==> src/rtl/datapath_issue_ctrl.sv <==
`default_nettype none
// ============================================================================
// Module  : datapath_issue_ctrl
// Brief   : Program-store issue engine for the 4-stage datapath; decodes one
//           word per clock and inserts bubbles on read-after-write hazards.
// Rev     : 1.0  initial release
// ============================================================================
module datapath_issue_ctrl #(
    parameter int PROG_DEPTH = 16,
    parameter int HAZ_WIN    = 3
) (
    input  logic                          main_clk,
    input  logic                          main_rst,
    input  logic                          prog_we,
    input  logic [$clog2(PROG_DEPTH)-1:0] prog_addr,
    input  logic [31:0]                   prog_data,
    input  logic                          start,
    output logic [4:0]                    rs1_addr,
    output logic [4:0]                    rs2_addr,
    output logic [4:0]                    rd_addr_wb,
    output logic                          reg_write_en_wb,
    output logic [3:0]                    alu_sel,
    output logic [7:0]                    mem_access_addr,
    output logic                          mem_write_en,
    output logic                          mem_read_en,
    output logic [15:0]                   mem_write_data,
    output logic                          wb_data_sel,
    output logic                          busy,
    output logic                          done,
    output logic [$clog2(PROG_DEPTH)-1:0] pc,
    output logic [15:0]                   stall_count
);

    localparam int c_AW = $clog2(PROG_DEPTH);
    localparam int c_DW = $clog2(HAZ_WIN + 1);
    localparam logic [c_DW-1:0] c_DRAIN_LAST = c_DW'(HAZ_WIN - 1);
    localparam logic [c_AW-1:0] c_PC_LAST    = c_AW'(PROG_DEPTH - 1);
    localparam logic [3:0] c_OP_ALU   = 4'h1;
    localparam logic [3:0] c_OP_LOAD  = 4'h2;
    localparam logic [3:0] c_OP_STORE = 4'h3;
    localparam logic [3:0] c_OP_HALT  = 4'hF;

    typedef enum logic [2:0] {
        S_IDLE  = 3'd0,
        S_RUN   = 3'd1,
        S_STALL = 3'd2,
        S_DRAIN = 3'd3,
        S_DONE  = 3'd4
    } state_t;

    typedef struct packed {
        logic [4:0]  rs1;
        logic [4:0]  rs2;
        logic [4:0]  rd;
        logic        we;
        logic [3:0]  alu;
        logic [7:0]  maddr;
        logic        mwe;
        logic        mre;
        logic [15:0] mwd;
        logic        wbsel;
    } ctl_t;

    logic [31:0]               r_mem [PROG_DEPTH];
    state_t                    r_state, w_state_nxt;
    logic [c_AW-1:0]           r_pc, w_pc_nxt;
    logic [15:0]               r_stall_count, w_stall_nxt;
    logic [c_DW-1:0]           r_drain_cnt, w_drain_nxt;
    ctl_t                      r_ctl, w_ctl_nxt;
    logic [HAZ_WIN-1:0]        r_trk_vld;
    logic [HAZ_WIN-1:0][4:0]   r_trk_rd;
    logic                      w_shift_vld;
    logic [4:0]                w_shift_rd;
    logic                      w_hazard;
    logic [31:0]               w_word;
    logic [3:0]                w_op;

    assign w_word = r_mem[r_pc];
    assign w_op   = w_word[31:28];

    // Program store has no reset; writes are only accepted while idle.
    always_ff @(posedge main_clk) begin
        if (r_state == S_IDLE && prog_we && !main_rst)
            r_mem[prog_addr] <= prog_data;
    end

    always_comb begin
        w_hazard = 1'b0;
        for (int i = 0; i < HAZ_WIN; i++) begin
            if (r_trk_vld[i] && (r_trk_rd[i] == w_word[22:18] || r_trk_rd[i] == w_word[17:13]))
                w_hazard = 1'b1;
        end
        if (w_op != c_OP_ALU)
            w_hazard = 1'b0;
    end

    always_comb begin
        w_state_nxt = r_state;
        w_pc_nxt    = r_pc;
        w_stall_nxt = r_stall_count;
        w_drain_nxt = r_drain_cnt;
        w_ctl_nxt   = '0;
        w_shift_vld = 1'b0;
        w_shift_rd  = 5'd0;
        case (r_state)
            S_IDLE, S_DONE: begin
                if (start) begin
                    w_state_nxt = S_RUN;
                    w_pc_nxt    = '0;
                    w_stall_nxt = 16'd0;
                end
            end
            S_RUN, S_STALL: begin
                if (w_op == c_OP_HALT) begin
                    w_state_nxt = S_DRAIN;
                    w_drain_nxt = '0;
                end else if (w_hazard) begin
                    w_state_nxt = S_STALL;
                    if (r_stall_count != 16'hFFFF)
                        w_stall_nxt = r_stall_count + 16'd1;
                end else begin
                    case (w_op)
                        c_OP_ALU: begin
                            w_ctl_nxt.rs1 = w_word[22:18];
                            w_ctl_nxt.rs2 = w_word[17:13];
                            w_ctl_nxt.rd  = w_word[27:23];
                            w_ctl_nxt.we  = 1'b1;
                            w_ctl_nxt.alu = w_word[3:0];
                            w_shift_vld   = 1'b1;
                            w_shift_rd    = w_word[27:23];
                        end
                        c_OP_LOAD: begin
                            w_ctl_nxt.rd    = w_word[27:23];
                            w_ctl_nxt.maddr = w_word[7:0];
                            w_ctl_nxt.mre   = 1'b1;
                            w_ctl_nxt.we    = 1'b1;
                            w_ctl_nxt.wbsel = 1'b1;
                            w_shift_vld     = 1'b1;
                            w_shift_rd      = w_word[27:23];
                        end
                        c_OP_STORE: begin
                            w_ctl_nxt.maddr = w_word[23:16];
                            w_ctl_nxt.mwd   = w_word[15:0];
                            w_ctl_nxt.mwe   = 1'b1;
                        end
                        default: ;
                    endcase
                    // Running off the end of the store behaves like an implicit HALT.
                    if (r_pc == c_PC_LAST) begin
                        w_pc_nxt    = '0;
                        w_state_nxt = S_DRAIN;
                        w_drain_nxt = '0;
                    end else begin
                        w_pc_nxt    = r_pc + c_AW'(1);
                        w_state_nxt = S_RUN;
                    end
                end
            end
            S_DRAIN: begin
                if (r_drain_cnt == c_DRAIN_LAST)
                    w_state_nxt = S_DONE;
                else
                    w_drain_nxt = r_drain_cnt + c_DW'(1);
            end
            default: w_state_nxt = S_IDLE;
        endcase
    end

    always_ff @(posedge main_clk) begin
        if (main_rst) begin
            r_state       <= S_IDLE;
            r_pc          <= '0;
            r_stall_count <= 16'd0;
            r_drain_cnt   <= '0;
            r_ctl         <= '0;
            r_trk_vld     <= '0;
            r_trk_rd      <= '0;
        end else begin
            r_state       <= w_state_nxt;
            r_pc          <= w_pc_nxt;
            r_stall_count <= w_stall_nxt;
            r_drain_cnt   <= w_drain_nxt;
            r_ctl         <= w_ctl_nxt;
            r_trk_vld[0]  <= w_shift_vld;
            r_trk_rd[0]   <= w_shift_rd;
            for (int i = 1; i < HAZ_WIN; i++) begin
                r_trk_vld[i] <= r_trk_vld[i-1];
                r_trk_rd[i]  <= r_trk_rd[i-1];
            end
        end
    end

    assign rs1_addr        = r_ctl.rs1;
    assign rs2_addr        = r_ctl.rs2;
    assign rd_addr_wb      = r_ctl.rd;
    assign reg_write_en_wb = r_ctl.we;
    assign alu_sel         = r_ctl.alu;
    assign mem_access_addr = r_ctl.maddr;
    assign mem_write_en    = r_ctl.mwe;
    assign mem_read_en     = r_ctl.mre;
    assign mem_write_data  = r_ctl.mwd;
    assign wb_data_sel     = r_ctl.wbsel;
    assign busy            = (r_state == S_RUN) || (r_state == S_STALL) || (r_state == S_DRAIN);
    assign done            = (r_state == S_DONE);
    assign pc              = r_pc;
    assign stall_count     = r_stall_count;

endmodule
`default_nettype wire

==> config.mk <==
export PLATFORM = sky130hd
export DESIGN_NAME = datapath_issue_ctrl
export DESIGN_NICKNAME = d
export VERILOG_FILES = /design/src/rtl/datapath_issue_ctrl.sv
export SDC_FILE = /design/constraint.sdc
export NUM_CORES = 1
export LEC_CHECK = 0
export CAP_MARGIN = 15
export CORE_MARGIN = 2
export CORE_UTILIZATION = 56
export CTS_BUF_LIST = sky130_fd_sc_hd__clkbuf_8
export CTS_CLUSTER_DIAMETER = 120
export DETAILED_ROUTE_END_ITERATION = 16
export PLACE_DENSITY = 0.78
export REMOVE_ABC_BUFFERS = 1
export SYNTH_ARGS = -nofsm -noshare
export SYNTH_HDL_FRONTEND = slang
export SYNTH_SLANG_ARGS = --single-unit
==> constraint.sdc <==
create_clock -name main_clk -period 4.1 [get_ports main_clk]
set_clock_uncertainty 0.15 [all_clocks]
set_input_delay 0.41 -clock main_clk [delete_from_list [all_inputs] [get_ports main_clk]]
set_output_delay 0.41 -clock main_clk [all_outputs]
set_load 0.01 [all_outputs]
==> results.md, run 1 <==
* Synth cell types at 81
* Outcome: finished, final reports clean
* EDFF count, synth at 512
* Layout filler cell count at 2609
* Tcrit/Tclk final at 94.2%
* I/O pin total at 109
* PD cells at 437 nW/um2
* Syn avg cell area at 19.5 um2
* Commonest non-fill, non-tap cell in the layout: edfxtp_1
* CP max stage delay at 0.67 ns
* GRT Total Usage at 25.2%
* Share of cells above drive strength 1 at 23.9%
* Final count of negative-setup-slack endpoints at 0
* Worst-Margin Slew at 0.748 ns
* Detail Route Antenna Nets at 0
* Commonest non-fill, non-tap cells in the layout: edfxtp_1 (512), mux4_2 (129), clkdlybuf4s50_1 (108), clkbuf_8 (106), dfxtp_1 (83)
* Worst setup SP type: register
* # clock sinks at 599
* Seq/Total Area, Yosys at 73.3%
* Root buf cell: clkbuf_8
* Pleak at 8.87 nW
* Die X at 208 um
* WL/cell at 26.7 um
* Hold WC Path Type: input port to register
* Critical path cell sequence: nor2b_1, a221oi_2, buf_4, nand2_1, o2111ai_1, a2111oi_0, a31oi_1, o22ai_4, buf_4, nor2_2, o31ai_4, a32o_1
* Combinational share of power at 5.2%
* Number of remaining DRC errors at 0
* YS warnings at 0
* H-tree Lvls at 3
* Place WS at 0.0710 ns
* Largest net degree at the start of global routing at 48
* DIE AREA at 43400 um2
* Nets@finish at 1449
* Drt total wl at 53800 um
* Antenna violations before repair at 2
* Data required, critical path at 4.51 ns
* Arr. time, crit path at 4.27 ns
* CP Class: register to register
* CP max FO at 32
* Clk pwr share at 38.8%
* Gpl congestion at 0.875
* Most frequent CP cell: buf_4
* Hold Slack at 0.302 ns
* GRT overflow at 0
* Core area at 41000 um2
* Crit-path leading delay family: compound AO/OA/AOI/OAI gates
* Max_cap viols at 0
* Longest Clk Path Bufs at 3
* Vias in the first global route at 12700
* Worst slew margin at 50.0%
* Switch Pwr at 2.57 mW
* Initial Util at 56.9%
* Skew-Pair Late Insertion Delay at 0.65 ns
* Net Sw Frac at 21.6%
* Min Tclk post-route at 3.86 ns
* Dpl cell area at 25500 um2
* CP max stage cell: dfxtp_4
* Unrepaired setup endpoints after global routing: false
* CTS Buf Count at 90
* Worst path bufs/invs at 2
* Port Buffers at 108
* Row count at 74
* Setup tns final at 0 ns
* Pint at 9.36 mW
* Vias per cell at 6.16
* Final Core Density at 66.5%
* Peak VDD IR at 0.247 mV
* Iter 0 DRT Violations at 1210
* P&R area growth vs syn at 16.8%
* FMAX at 259 MHz
* Number of synthesized register bits at 599
* Async set-reset flop share out of synthesis at 0%
* Slew Limit Fails at 0
* Hold-fix buffers, CTS at 0
* Final hold viol count at 0
* Part of the power in registers at 56.0%
* Synth Flop Type: edfxtp_1
* Via count at 12400
* First-pass detailed-route iteration total at 5
* Die Height at 208 um
* Final Instance Area at 27300 um2
* CP endpoint kind: register
* CTS tree: built
* Setup ws final at 0.237 ns
* Mapped Cells at 1200
* Synthesized area at 23400 um2
* Reg clk slew, reported paths at 0.06 ns
* Final HPWL DP at 32000 um
* Global-route wire length before repair at 80200 um
[logic make-up after synthesis]
family	count (synthesis)	share of synthesized area, %
compound gates	101	3.58
fa+ha+maj	3	0.161
mux	179	15.6
flops	599	73.3
buf+inv	82	1.75
xor+xnor	23	0.863
simple gates	213	4.79
[power groups by stage]
stage | combinational (mW) | clock, mW | sequential (mW)
2_1_floorplan | 0.329 | 0 | 6.85
3_3_place_gp | 0.604 | 0 | 6.81
3_5_place_dp | 0.616 | 0 | 6.81
4_1_cts | 0.618 | 4.71 | 6.68
5_1_grt | 0.662 | 4.97 | 6.68
6_report | 0.617 | 4.63 | 6.68
[state kept, by name, summed over array words and instances (netlist names), named ones only]
name / count
r_mem: 512
stall_count: 16
pc: 4
mem_access_addr: 8
wb_data_sel: 1
mem_write_data: 16
alu_sel: 4
r_trk_rd: 15
r_trk_vld: 3
r_state: 3
r_drain_cnt: 2
rs2_addr: 5
rs1_addr: 5
mem_write_en: 1
[worst register-to-register path, delay by kind of cell (launching register included)]
family | cells | cell delay [ns]
buf+inv | 2 | 0.38
compound gates | 7 | 1.88
flops | 1 | 0.67
simple gates | 3 | 0.71
[cells in the mapped netlist, types with 5 or more instances]
library cell,instances,area [um2]
mux4_1,14,368
xnor2_1,10,87.6
mux2i_1,35,350
o2bb2ai_1,5,43.8
o21a_1,5,37.5
inv_1,22,82.6
dfxtp_1,87,1740
clkbuf_1,16,60.1
nand4_1,5,31.3
and3_1,21,131
buf_4,9,67.6
a21oi_1,11,55.1
o21ai_0,8,40.0
and2_1,5,31.3
o211ai_1,9,67.6
mux4_2,129,2910
nor3_1,14,70.1
buf_1,12,45.0
nor2b_1,28,175
nand2_1,33,124
or3_1,5,31.3
xor2_1,13,114
buf_2,17,85.1
or4_1,7,52.6
edfxtp_1,512,15400
nand3_1,19,95.1
nand2b_1,5,31.3
a31oi_1,6,37.5
nor2_1,55,206
[final timing paths]
path | startpoint | endpoint | slack, ns | depth (start not counted)
max | register | register | 0.24 | 12
min | start | r_state[2] | 0.30 | 4
max reg2reg | register | register | 0.24 | 12
min reg2reg | r_trk_vld[1] | r_trk_vld[2] | 0.36 | 1
[repair_timing]
| action | CTS | global route |
|---|---|---|
| setup endpoints to repair | 0 | 23 |
| resized for setup | 0 | 3 |
| buffers inserted | 0 | 1 |
[through the flow]
step / std cells / power, mW
6_report: 2017 / 11.9
4_1_cts: 2015 / 12.0
2_1_floorplan: 1141 / 7.18
3_3_place_gp: 1845 / 7.41
5_1_grt: 2017 / 12.3
3_5_place_dp: 1845 / 7.43
[layer usage]
layer  part of all wire [%]  vias to the layer above  track usage (%)
met2                     49                      582             40.6
li1                       -                     5333                -
met5                      0                        -                0
met1                     41                     6433             35.0
met4                    2.5                        0             8.88
met3                    7.3                       73             4.95
[final cells by class]
| class | instances | area (um2) | share of cell area, % |
|---|---|---|---|
| sequential | 599 | 17100 | 62.8 |
| multi-input combinational | 519 | 5950 | 21.8 |
| timing repair buffer | 173 | 1690 | 6.19 |
| clock buffer | 106 | 1460 | 5.35 |
| tap | 532 | 666 | 2.44 |
| clock inverter | 64 | 298 | 1.09 |
| inverter | 23 | 86.3 | 0.316 |
| antenna | 1 | 2.50 | 0.00917 |
(Power assumes the default switching activity.)
==> inputs of run 2 (changes only) <==
--- a/config.mk
+++ b/config.mk
@@ -6,6 +6,7 @@
 export NUM_CORES = 1
 export LEC_CHECK = 0
 export CAP_MARGIN = 15
+export CORE_ASPECT_RATIO = 0.75
 export CORE_MARGIN = 2
 export CORE_UTILIZATION = 56
 export CTS_BUF_LIST = sky130_fd_sc_hd__clkbuf_8
==> constraint.sdc (replaced) <==
create_clock -name main_clk -period 3.1 [get_ports main_clk]
set_clock_uncertainty 0.15 [all_clocks]
set_input_delay 0.31 -clock main_clk [delete_from_list [all_inputs] [get_ports main_clk]]
set_output_delay 0.31 -clock main_clk [all_outputs]
set_load 0.01 [all_outputs]
==> run 2 against run 1 <==
The flow now finishes with violations (setup timing). Via count rose by 6.6%. Final cell count rose by 6.6%. Combinational power increased by 61%. Sequential power rose by 32%. Clock power rose by 33%. Power is 34% higher. Hold slack lost 0.14 ns. Non-clock buffer count grew 117. Register-to-register slack lost 0.66 ns. Critical path depth rose by 1.
==> results.md, run 2 (synthesis results as in run 1) <==
* Outcome: finished, violations left
* Failing checks: setup timing
* Reg2Reg Setup Slack at -0.43 ns (-0.66 ns)
* CP Class: register to register
* Min Tclk post-route at 3.53 ns (-0.337 ns)
* Commonest non-fill, non-tap cell in the layout: edfxtp_1
* Max FFs per register at 512 (unchanged)
* Worst setup SP type: register
* GRT Total Usage at 27.2% (+2.0 points)
* Initial Util at 57.1% (+0.14 points)
* Hold WC Path Type: input port to register
* WL/cell at 27.1 um (+1.7%)
* First-pass detailed-route iteration total at 5 (unchanged)
* H-tree Lvls at 3 (unchanged)
* CP max FO at 6 (-81%)
* Data required, critical path at 3.56 ns (-0.95 ns)
* Root buf cell: clkbuf_8
* Row count at 64 (-14%)
* CP max stage delay at 0.58 ns (-0.09 ns)
* Worst path bufs/invs at 3 (+1)
* Tcrit/Tclk final at 114% (+20 points)
* FMAX at 284 MHz (+9.5%)
* Iter 0 DRT Violations at 1766 (+46%)
* Port Buffers at 108 (unchanged)
* GRT overflow at 0 (unchanged)
* Setup tns final at -18.30 ns (-18.30 ns)
* Share of cells above drive strength 1 at 34.1% (+10 points)
* Detail Route Antenna Nets at 0 (unchanged)
* Reg-to-reg endpoint: pc[1]
* Pleak at 9.51 nW (+7.2%)
* P&R area growth vs syn at 23.4%
* Final hold viol count at 0 (unchanged)
* Final HPWL DP at 35200 um (+10%)
* CP max stage cell: mux4_2
* Number of remaining DRC errors at 0 (unchanged)
* CTS Buf Count at 87 (-3.3%)
* Max_cap viols at 0 (unchanged)
* Core area at 40900 um2 (-0.24%)
* Worst-Margin Slew at 0.849 ns (+0.101 ns)
* Top reg by flops: r_mem
* Unrepaired setup endpoints after global routing: true
* CP endpoint kind: register
* DIE AREA at 43400 um2 (about the same)
* Arr. time, crit path at 3.98 ns (-0.29 ns)
* Setup crit end: pc[1]
* # clock sinks at 599 (unchanged)
* Die Height at 181 um (-13%)
* Nets@finish at 1563 (+7.9%)
* PD cells at 555 nW/um2 (+27%)
* Vias in the first global route at 13300 (+5.3%)
* Slew Limit Fails at 0 (unchanged)
* Gpl congestion at 0.907 (+3.7%)
* Critical path cell sequence: buf_12, mux4_2, mux4_2, xnor2_1, nand2_1, nor4_1, a31oi_1, o22ai_4, buf_6, nor2_4, o31ai_4, buf_4, a32o_1
* Drt total wl at 58300 um (+8.4%)
* Hold Slack at 0.158 ns (-0.145 ns)
* I/O pin total at 109 (unchanged)
* Longest Clk Path Bufs at 3 (unchanged)
* Die X at 240 um (+15%)
* Setup ws final at -0.426 ns (-0.663 ns)
* Commonest non-fill, non-tap cells in the layout: edfxtp_1 (512), mux4_2 (136), buf_4 (135), clkdlybuf4s50_1 (108), clkbuf_8 (103)
* Most frequent CP cell: mux4_2
* R2R depth at 13 (+1)
* Largest net degree at the start of global routing at 34 (-29%)
* Crit-path leading delay family: multiplexers
* Layout filler cell count at 2430 (-6.9%)
* Reg clk slew, reported paths at 0.07 ns (about the same)
* Peak VDD IR at 0.426 mV (+73%)
* Vias per cell at 6.15 (about the same)
* CTS tree: built
* Crit path depth at 13 (+1)
* Via count at 13200 (+6.6%)
* Final count of negative-setup-slack endpoints at 67 (+67)
* Skew-Pair Late Insertion Delay at 0.67 ns (+0.02 ns)
* Antenna violations before repair at 3 (+1)
* Worst slew margin at 43.4% (-6.6 points)
* Global-route wire length before repair at 84900 um (+5.9%)
-- run 2: cell count changes in the layout (fill, tap and decap cells not counted), sizes merged --
cell,change
buf,+117
inv,-14
clkbuf,-3
bufinv,+2
clkinv,+1
clkinvlp,+1
diode,+1
-- run 2: repair_timing --
| action | 4_1_cts | 5_1_grt |
|---|---|---|
| setup buffers | 24 | 10 |
| resized for setup | 71 | 57 |
| hold endpoints to repair | 0 | 0 |
| hold buffers | 0 | 0 |
| setup endpoints to repair | 74 | 74 |
| pin swaps | 36 | 21 |
| cloned | 2 | 0 |
-- run 2: final cells by class --
cell class | instances | area [um2] | share of cell area, %
Sequential cell | 599 | 17100 | 59.4
Multi-Input combinational cell | 519 | 6330 | 22.0
Timing Repair Buffer | 290 | 2840 | 9.86
Clock buffer | 103 | 1420 | 4.92
Tap cell | 561 | 702 | 2.44
Clock inverter | 54 | 305 | 1.06
Inverter | 23 | 88.8 | 0.308
Antenna cell | 2 | 5.00 | 0.0174
-- run 2: stage by stage --
step | setup slack, ns | util [%] | area, um2 | cells | total power, mW
finish | -0.426 | 70.4 | 28800 | 2151 | 16.0
global route | -0.534 | 70.4 | 28800 | 2149 | 16.5
CTS | -0.363 | 69.7 | 28500 | 2139 | 16.0
detailed placement | -0.687 | 64.2 | 26300 | 1956 | 9.90
global placement | -0.543 | 64.2 | 26300 | 1956 | 9.88
floorplan | -4.53 | - | 23000 | 1141 | 9.50
-- run 2: worst min-delay path by stage --
stage                            start            to  slack (ns)  depth (start not counted)
after global placement    r_trk_vld[1]  r_trk_vld[2]        0.30                          1
after floorplan               main_rst  r_trk_rd[11]        0.23                          1
final                            start    r_state[2]        0.16                          4
after detailed placement  r_trk_vld[1]  r_trk_vld[2]        0.31                          1
after global routing             start    r_state[2]        0.19                          4
after CTS                        start    r_state[2]        0.14                          4
-- run 2: report_power, final --
| part | switching (mW) | internal, mW | leakage (nW) |
|---|---|---|---|
| Combinational | 0.524 | 0.472 | 3.21 |
| Sequential | 0.0370 | 8.79 | 5.31 |
| Clock | 2.91 | 3.27 | 0.990 |
-- run 2: metal layers --
metal / wire length (um) / vias to the layer above / global-route usage (%) / share of wire (%)
li1: - / 5549 / - / -
met4: 1600 / 4 / 8.65 / 2.7
met3: 6270 / 116 / 7.91 / 11
met5: 27 / - / 0 / 0.046
met2: 27600 / 778 / 41.4 / 47
met1: 22800 / 6791 / 38.5 / 39
-- run 2: worst register-to-register path: cells and delay by family, from the launching register on --
kind                      cells  cell delay [ns]
muxes                         2             1.07
AOI/OAI and AO/OA             4             0.81
buffers and inverters         3             0.48
DFF                           1             0.46
and+or+nand+nor               3             0.30
xor gates and xnor gates      1             0.22
==> inputs of run 3 (changes only) <==
--- a/config.mk
+++ b/config.mk
@@ -8,11 +8,10 @@
 export CAP_MARGIN = 15
 export CORE_ASPECT_RATIO = 0.75
 export CORE_MARGIN = 2
-export CORE_UTILIZATION = 56
+export CORE_UTILIZATION = 41
 export CTS_BUF_LIST = sky130_fd_sc_hd__clkbuf_8
 export CTS_CLUSTER_DIAMETER = 120
 export DETAILED_ROUTE_END_ITERATION = 16
-export PLACE_DENSITY = 0.78
 export REMOVE_ABC_BUFFERS = 1
 export SYNTH_ARGS = -nofsm -noshare
 export SYNTH_HDL_FRONTEND = slang
==> run 3 against run 2 <==
Critical endpoint is now stall_count[11]. Critical path depth up 1. Largest cell class unchanged. Flip-flop and latch count did not move. The run still ends with setup timing left. Largest power group unchanged. Critical path type unchanged. Sequential power about the same.
==> results.md, run 3 (synthesis results as in run 1) <==
* Outcome: finished, violations left
* Failing checks: setup timing
* Nets@finish at 1575 (+0.77%)
* H-tree Lvls at 3 (unchanged)
* P&R area growth vs syn at 25.9%
* Drt total wl at 61100 um (+4.7%)
* Grt met3 use at 4.84% (-3.1 points)
* Skew-Pair Late Insertion Delay at 0.69 ns (+0.02 ns)
* CTS Buf Count at 92 (+5.7%)
* Pleak at 9.74 nW (+2.4%)
* Ant. Diodes at 0 (-2)
* Switch Pwr at 3.64 mW (+4.8%)
* Tcrit/Tclk final at 122% (+8.6 points)
* Net Sw Frac at 22.2% (+0.47 points)
* Root buf cell: clkbuf_8
* Antenna violations before repair at 2 (-1)
* Worst slew margin at 36.7% (-6.7 points)
* Final Core Density at 52.4% (-18 points)
* Final hold viol count at 0 (unchanged)
* GR peak layer: met1
* Iter 0 DRT Violations at 1325 (-25%)
* CTS tree: built
* CP endpoint kind: register
* Arr. time, crit path at 4.26 ns (+0.28 ns)
* Reg clk slew, reported paths at 0.07 ns (about the same)
* Max FFs per register at 512 (unchanged)
* Die Height at 211 um (+16%)
* Longest Clk Path Bufs at 3 (unchanged)
* Initial Util at 41.6% (-15 points)
* Hold-fix buffers, CTS at 0 (unchanged)
* Die X at 280 um (+17%)
* Worst setup SP type: register
* Setup tns final at -29.56 ns (-11.27 ns)
* Commonest non-fill, non-tap cells in the layout: edfxtp_1 (512), mux4_2 (137), buf_4 (128), clkdlybuf4s50_1 (108), clkbuf_8 (103)
* Peak VDD IR at 0.331 mV (-22%)
* Data required, critical path at 3.57 ns (about the same)
* Part of the power in registers at 53.8% (-1.4 points)
* Via count at 13000 (-1.9%)
* Worst-Margin Slew at 0.940 ns (+0.0906 ns)
* CP Class: register to register
* Final HPWL DP at 35900 um (+2.0%)
* Slew Limit Fails at 0 (unchanged)
* HP Start: start
* PD cells at 558 nW/um2 (+0.47%)
* Min Tclk post-route at 3.79 ns (+0.267 ns)
* Gpl congestion at 0.878 (-3.2%)
* CP max stage cell: mux4_2
* # clock sinks at 599 (unchanged)
* Detail Route Antenna Nets at 0 (unchanged)
* Hold WC Path Type: input port to register
* Dpl cell area at 26500 um2 (+1.0%)
* FMAX at 264 MHz (-7.0%)
* Met2 usage in global routing at 30.4% (-11 points)
* First-pass detailed-route iteration total at 5 (unchanged)
* I/O pin total at 109 (unchanged)
* Largest net degree at the start of global routing at 34 (unchanged)
* Setup ws final at -0.693 ns (-0.267 ns)
* GR Layer Usage met1 at 31.3% (-7.2 points)
* Vias in the first global route at 13000 (-2.8%)
* Port Buffers at 108 (unchanged)
* Pint at 12.8 mW (+1.9%)
* DIE AREA at 58900 um2 (+36%)
* Final count of negative-setup-slack endpoints at 73 (+9.0%)
* Max_cap viols at 0 (unchanged)
* Tot Pwr at 16.4 mW (+2.5%)
* WL/cell at 26.1 um (-3.8%)
* Row count at 75 (+17%)
* Number of remaining DRC errors at 0 (unchanged)
* Global-route wire length before repair at 88100 um (+3.8%)
* GRT overflow at 0 (unchanged)
* Commonest non-fill, non-tap cell in the layout: edfxtp_1
* Top reg by flops: r_mem
* CP max stage delay at 0.58 ns (about the same)
* Unrepaired setup endpoints after global routing: true
* Combinational share of power at 6.3% (about the same)
* Clk pwr share at 39.9% (+1.3 points)
* Vias per cell at 5.55 (-9.8%)
* Critical path cell sequence: buf_12, mux4_2, mux4_2, buf_6, xnor2_4, nand2_1, nor4_2, a31oi_2, o22ai_4, o211ai_1, buf_4, buf_6, o41a_1, o21ai_1
* Final Instance Area at 29400 um2 (+2.0%)
* Hold Slack at 0.138 ns (-0.0198 ns)
* CP max FO at 6 (unchanged)
* Share of cells above drive strength 1 at 34.7% (+0.59 points)
* Core area at 56100 um2 (+37%)
* GRT Total Usage at 20.7% (-6.5 points)
==> run 3: power by group through the flow <==
stage	clock (mW)	combinational, mW	sequential [mW]
after floorplan	0	0.435	9.06
after global placement	0	0.907	9.00
after detailed placement	0	0.916	9.00
after CTS	6.72	0.995	8.83
after global routing	7.09	1.10	8.83
final	6.55	1.03	8.83
==> run 3: final timing paths <==
| path | to | slack [ns] | depth (start not counted) |
|---|---|---|---|
| max reg2reg | stall_count[11] | -0.69 | 14 |
| min | r_state[2] | 0.14 | 4 |
| max | stall_count[11] | -0.69 | 14 |
| min reg2reg | stall_count[2] | 0.36 | 1 |
==> run 3: repair_timing <==
action                                  CTS  global route
pin swaps                                37            33
resized for setup                        89            73
endpoints found under the setup margin   74            74
gates cloned                              3             0
buffers inserted                         34            14
==> run 3: routing by layer <==
metal | routed length [um] | share of wire [%] | up-vias
met1 | 28100 | 46 | 6808
met3 | 4280 | 7.0 | 96
met4 | 1180 | 1.9 | 0
met5 | 0 | 0 | -
met2 | 27500 | 45 | 490
li1 | - | - | 5596
==> run 3: final cells by class <==
type / instances / area, um2
sequential: 599 / 17100
clock buffer: 103 / 1420
inverter: 23 / 93.8
timing repair buffer: 297 / 3020
clock inverter: 69 / 445
multi-input combinational: 519 / 6390
fill: 4481 / 26700
tap: 731 / 915
==> run 3: stage by stage <==
step                      worst slack, ns  std cells
after floorplan                     -4.53       1141
after global placement             -0.804       2124
after detailed placement           -0.818       2124
after CTS                          -0.560       2333
after global routing               -0.766       2341
final                              -0.693       2341
==> run 3: critical path: cells and delay by family, from the launching register on <==
family	cells	cell delay, ns
AOI/OAI and AO/OA	5	0.95
buffers and inverters	4	0.62
and+or+nand+nor	2	0.36
DFF	1	0.43
muxes	2	1.07
xor gates and xnor gates	1	0.12
